[src/rtl/fancy_timer_ctrl.sv]
// fancy_timer_ctrl: detects 1101, shifts in a DELAY_W-bit delay, counts (delay+1)*TICKS_PER_UNIT cycles, then holds done until ack.
// Optional macro FANCY_TIMER_ACK_ABORT_EN: ack during shift or count aborts back to S.
module fancy_timer_ctrl #(
    parameter int TICKS_PER_UNIT = 1000,
    parameter int DELAY_W        = 4
) (
    input  logic               clk,
    input  logic               reset,
    input  logic               data,
    input  logic               ack,
    output logic               shift_ena,
    output logic               counting,
    output logic               done,
    output logic [DELAY_W-1:0] count
);
    localparam int TW = TICKS_PER_UNIT > 1 ? $clog2(TICKS_PER_UNIT) : 1;
    localparam int BW = DELAY_W > 1 ? $clog2(DELAY_W) : 1;
    localparam logic [TW-1:0] TLAST = TW'(TICKS_PER_UNIT - 1);
    localparam logic [BW-1:0] BLAST = BW'(DELAY_W - 1);

    typedef enum logic [2:0] {S, S1, S11, S110, B, COUNT, WAIT} state_t;

    state_t             state, nstate;
    logic [DELAY_W-1:0] delay, ndelay, remaining, nrem;
    logic [TW-1:0]      tick, ntick;
    logic [BW-1:0]      bidx, nbidx;

    // Next-state and datapath update; B with bidx stands in for B0..B(DELAY_W-1)
    always_comb begin
        nstate = state;
        ndelay = delay;
        nrem   = remaining;
        ntick  = tick;
        nbidx  = bidx;
        case (state)
            S:    nstate = data ? S1 : S;
            S1:   nstate = data ? S11 : S;
            S11:  nstate = data ? S11 : S110;
            S110: begin
                nstate = data ? B : S;
                nbidx  = '0;
            end
            B: begin
                ndelay = {delay[DELAY_W-2:0], data};
                nbidx  = bidx + 1'b1;
                if (bidx == BLAST) begin
                    nstate = COUNT;
                    nrem   = ndelay;
                    ntick  = '0;
                end
            end
            COUNT: begin
                if (tick == TLAST) begin
                    ntick = '0;
                    if (remaining == '0) nstate = WAIT;
                    else nrem = remaining - 1'b1;
                end else begin
                    ntick = tick + 1'b1;
                end
            end
            WAIT:    nstate = ack ? S : WAIT;
            default: nstate = S;
        endcase
`ifdef FANCY_TIMER_ACK_ABORT_EN
        if (ack && (state == B || state == COUNT)) begin
            nstate = S;
            nrem   = '0;
            ntick  = '0;
        end
`else
`endif
    end

    // State, datapath registers and outputs decoded from the next state so they align with it
    always_ff @(posedge clk) begin
        if (reset) begin
            state     <= S;
            delay     <= '0;
            remaining <= '0;
            tick      <= '0;
            bidx      <= '0;
            shift_ena <= 1'b0;
            counting  <= 1'b0;
            done      <= 1'b0;
            count     <= '0;
        end else begin
            state     <= nstate;
            delay     <= ndelay;
            remaining <= nrem;
            tick      <= ntick;
            bidx      <= nbidx;
            shift_ena <= nstate == B;
            counting  <= nstate == COUNT;
            done      <= nstate == WAIT;
            count     <= nstate == COUNT ? nrem : '0;
        end
    end
endmodule

[config.mk]
export PLATFORM = sky130hd
export DESIGN_NAME = fancy_timer_ctrl
export DESIGN_NICKNAME = d
export VERILOG_FILES = /design/src/rtl/fancy_timer_ctrl.sv
export SDC_FILE = /design/constraint.sdc
export NUM_CORES = 1
export LEC_CHECK = 0
export ABC_AREA = 0
export BUFFER_PORTS_ARGS = -buffer_cell sky130_fd_sc_hd__clkbuf_2
export CAP_MARGIN = 10
export CORE_MARGIN = 5
export CORE_UTILIZATION = 40
export CTS_CLUSTER_SIZE = 20
export DETAILED_ROUTE_END_ITERATION = 8
export PLACE_DENSITY = 0.59
export SETUP_SLACK_MARGIN = 0.3
export SLEW_MARGIN = 0
export SYNTH_ARGS = -nofsm -noshare
export SYNTH_HDL_FRONTEND = slang
export SYNTH_SLANG_ARGS = --single-unit
[constraint.sdc]
create_clock -name clk -period 2.2 [get_ports clk]
set_input_delay 0.11 -clock clk [delete_from_list [all_inputs] [get_ports clk]]
set_output_delay 0.11 -clock clk [all_outputs]
set_load 0.03 [all_outputs]
==> impl_metrics.xml <==
<?xml version="1.0" encoding="UTF-8"?>
<metrics>
  <group name="floorplan">
    <metric name="boundaryPins" unit="">11</metric>
    <metric name="die-height" unit="um">71.35</metric>
    <metric name="core_area" unit="um^2">3661</metric>
    <metric name="fp.dieArea" unit="um^2">5090</metric>
    <metric name="core.rowCount" unit="">22</metric>
    <metric name="effective_utilization_at_floorplan" unit="">0.4111</metric>
    <metric name="die_w" unit="um">71.35</metric>
  </group>
  <group name="synth">
    <metric name="synthDominantAreaCellType" unit="">sky130_fd_sc_hd__dfxtp_1</metric>
    <metric name="net_count_of_the_mapped_netlist" unit="">186</metric>
    <metric name="synth.top_cells.by_count" unit="">sky130_fd_sc_hd__dfxtp_1 (29), sky130_fd_sc_hd__a21oi_1 (21), sky130_fd_sc_hd__nand2_1 (17)</metric>
    <metric name="yosys_warnings" unit="">0</metric>
    <metric name="synth_area_per_cell" unit="um^2">8.409</metric>
    <metric name="number_of_synthesized_flops_with_an_enable_pin" unit="">0</metric>
    <metric name="synth_most_common_cell" unit="">sky130_fd_sc_hd__dfxtp_1</metric>
    <metric name="synth_cell_types" unit="">47</metric>
    <metric name="synthCells" unit="">179</metric>
    <metric name="post-synth-top-area-fraction" unit="">0.3857</metric>
    <metric name="synth-async-reset-ratio" unit="">0</metric>
    <metric name="synth-main-ff-cell" unit="">sky130_fd_sc_hd__dfxtp_1</metric>
    <metric name="synth_top_cells_by_area" unit="">sky130_fd_sc_hd__dfxtp_1 (39%), sky130_fd_sc_hd__a21oi_1 (7.0%), sky130_fd_sc_hd__nand2_1 (4.2%)</metric>
    <metric name="synth_seq_area_share" unit="">0.3857</metric>
    <metric name="synthesis.area" unit="um^2">1505</metric>
    <metric name="postSynthRegisterBits" unit="">29</metric>
  </group>
  <group name="global_route">
    <metric name="initial_antenna_violation_count" unit="">0</metric>
    <metric name="grt_pass1_wl" unit="um">5513</metric>
    <metric name="overall_overflow_remaining_after_global_route" unit="">0</metric>
    <metric name="grt_max_degree" unit="">19</metric>
    <metric name="first_global_vias" unit="">1284</metric>
    <metric name="groute.usage.overall" unit="">0.1348</metric>
  </group>
  <group name="setup_path">
    <metric name="worstSetupStartpointType" unit="">register</metric>
    <metric name="critical_path_class" unit="">register to register</metric>
    <metric name="worst_ep_arrival_time" unit="ps">1990</metric>
    <metric name="critical_path_depth" unit="">5</metric>
    <metric name="crit_path_top_delay_cell" unit="">sky130_fd_sc_hd__or4_4</metric>
    <metric name="crit_family" unit="">simple AND/OR/NAND/NOR gates</metric>
    <metric name="critPathRequiredTime" unit="ps">2400</metric>
    <metric name="slowest_delay" unit="ps">510</metric>
    <metric name="worst-path-max-fanout" unit="">8</metric>
    <metric name="cp_cell_sequence" unit="">ha_1, and3b_2, nand3_4, or4_4, a31oi_1</metric>
    <metric name="critical_path.endpoint_type" unit="">register</metric>
    <metric name="cp.buffers_inverters" unit="">0</metric>
    <metric name="reg2reg_depth" unit="">5</metric>
  </group>
  <group name="clocking">
    <metric name="cts_inserted_buffers" unit="">5</metric>
    <metric name="post_cts_buffers" unit="">0</metric>
    <metric name="cts.clk_slew.worst_paths" unit="ps">60</metric>
    <metric name="clock_tree.root_cell" unit="">sky130_fd_sc_hd__clkbuf_8</metric>
    <metric name="worst_skew_pair.late_latency" unit="ps">280</metric>
    <metric name="cts_tree" unit="">yes</metric>
    <metric name="htree_levels" unit="">2</metric>
    <metric name="cts_buffer_depth" unit="">2</metric>
    <metric name="number_of_clock_sinks" unit="">29</metric>
  </group>
  <group name="power">
    <metric name="power.leakage" unit="nW">0.6083</metric>
    <metric name="vdd_drop_max" unit="uV">314.6</metric>
    <metric name="power_density_cells" unit="nW/um^2">626.6</metric>
  </group>
  <group name="layout">
    <metric name="final_nets" unit="">196</metric>
    <metric name="antenna_cells" unit="">0</metric>
    <metric name="area_growth_syn_to_layout" unit="%">12.88</metric>
    <metric name="fin_cells" unit="">238</metric>
    <metric name="drive_gt1_frac" unit="">0.1474</metric>
  </group>
  <group name="hold_path">
    <metric name="min_delay_path_depth" unit="">3</metric>
    <metric name="hold_path.class" unit="">input pin to register</metric>
  </group>
  <group name="outcome">
    <metric name="run_status" unit="">complete, no violations</metric>
  </group>
  <group name="route">
    <metric name="drcViolationCount" unit="">0</metric>
    <metric name="route.detailed.wl_per_inst" unit="um">13.81</metric>
    <metric name="final_antenna_net_count" unit="">0</metric>
    <metric name="post_drt_via_cell_ratio" unit="">5.668</metric>
    <metric name="drt_first_iter_violations" unit="">42</metric>
    <metric name="dr_total_vias" unit="">1349</metric>
    <metric name="drtPass1Iterations" unit="">4</metric>
    <metric name="detail_route.wirelength" unit="um">3286</metric>
  </group>
  <group name="sta">
    <metric name="setup_total_negative_slack" unit="ps">0</metric>
    <metric name="skew" unit="ps">5.057</metric>
    <metric name="finalCritPeriodShare" unit="">0.8117</metric>
    <metric name="slew-limit-headroom" unit="">0.7439</metric>
    <metric name="setup_violations" unit="">0</metric>
    <metric name="layout_min_cycle_time" unit="ps">1786</metric>
    <metric name="grt_setup_unrepaired" unit="">no</metric>
    <metric name="finalHoldViolations" unit="">0</metric>
    <metric name="max_clock_freq" unit="GHz">0.5600</metric>
    <metric name="timing_worst_slew_pin_value" unit="ps">383.7</metric>
    <metric name="final-max-slew-violation-count" unit="">0</metric>
  </group>
  <group name="placed_design">
    <metric name="dpl.cell_count" unit="">230</metric>
    <metric name="place_hpwl" unit="um">2355</metric>
    <metric name="place.port_buffers" unit="">10</metric>
    <metric name="place.gp.congestion" unit="">0.8025</metric>
  </group>
  <group name="flow_run">
    <metric name="max-cap-violations" unit="">0</metric>
  </group>
</metrics>
## layout make-up
| type | count | area [um^2] |
|---|---|---|
| well taps | 48 | 60.06 |
| repair buffers | 14 | 80.08 |
| inverters | 4 | 15.01 |
| fillers | 350 | 1962 |
| multi-input cells | 135 | 862.1 |
| clock buffers | 7 | 96.34 |
| flip-flops and latches | 29 | 580.6 |
| clock inverters | 1 | 5.005 |
## cell usage in the layout, fill, tap and decap left out, drive strengths merged, types with 3 or more instances in the layout
cell / n
nand2b: 3
a31oi: 8
nor2: 7
nand4: 5
and3: 3
clkbuf: 17
o21ai: 8
nand2: 17
dfxtp: 29
a21oi: 21
a2bb2oi: 3
ha: 3
and2: 3
nor2b: 6
nor3: 6
buf: 4
nand3b: 3
inv: 4
nor4bb: 3
nand3: 6
## per-layer routing
metal	GRT usage	share of wire
met2	0.2255	0.46
met5	0	0
met1	0.1581	0.47
met3	0.03927	0.053
met4	0.06263	0.016
## worst register-to-register path, cell delays in order, from the launching register on
cell                      delay (ps)
sky130_fd_sc_hd__dfxtp_1         380
sky130_fd_sc_hd__ha_1            250
sky130_fd_sc_hd__and3b_2         270
sky130_fd_sc_hd__nand3_4         140
sky130_fd_sc_hd__or4_4           510
sky130_fd_sc_hd__a31oi_1         170
## where the power goes
part	switching [W]	internal, W	leakage (nW)
combinational	0.0000275	0.0000221	0.320
clock	0.000194	0.000282	0.0542
sequential	0.00000981	0.000529	0.234
## stage by stage
step	total power, W	cell area, um^2	hold slack, ps	util	setup slack (ps)
global placement	0.0005983	1597	415.0	0.4361	444.8
detailed placement	0.0005994	1597	428.8	0.4361	381.8
finish	0.001065	1699	134.8	0.4641	414.3
global route	0.001102	1699	154.1	0.4641	326.8
floorplan	0.0005848	1505	246.0	-	525.1
CTS	0.001073	1698	136.9	0.4638	363.5
## logic make-up (layout without fill, tap and decap cells)
logic type	after synthesis	in the layout	share of synthesized area
fa+ha+maj	3	3	0.02494
simple gates	71	71	0.2777
flops	29	29	0.3857
compound gates	55	55	0.2311
mux	3	3	0.02078
xor+xnor	3	3	0.01746
buf+inv	15	26	0.04239
## worst paths after layout
path	startpoint	to	slack, ps
setup / recovery	tick[0]	remaining[1]	410
hold / removal	data	delay[0]	130
setup reg to reg	tick[0]	remaining[1]	410
hold reg to reg	delay[1]	delay[2]	470
## state kept, by name, summed over array words and instances (netlist names), 2 cells and up
signal	count
tick	10
bidx	2
state	3
remaining	4
count	4
delay	3
## what timing repair did
action,4_1_cts,5_1_grt
endpoints found under the setup margin,0,2
hold buffers,0,0
hold endpoints to repair,0,0
resized for setup,0,1
No activity file was read; power rests on OpenSTA's default activity.
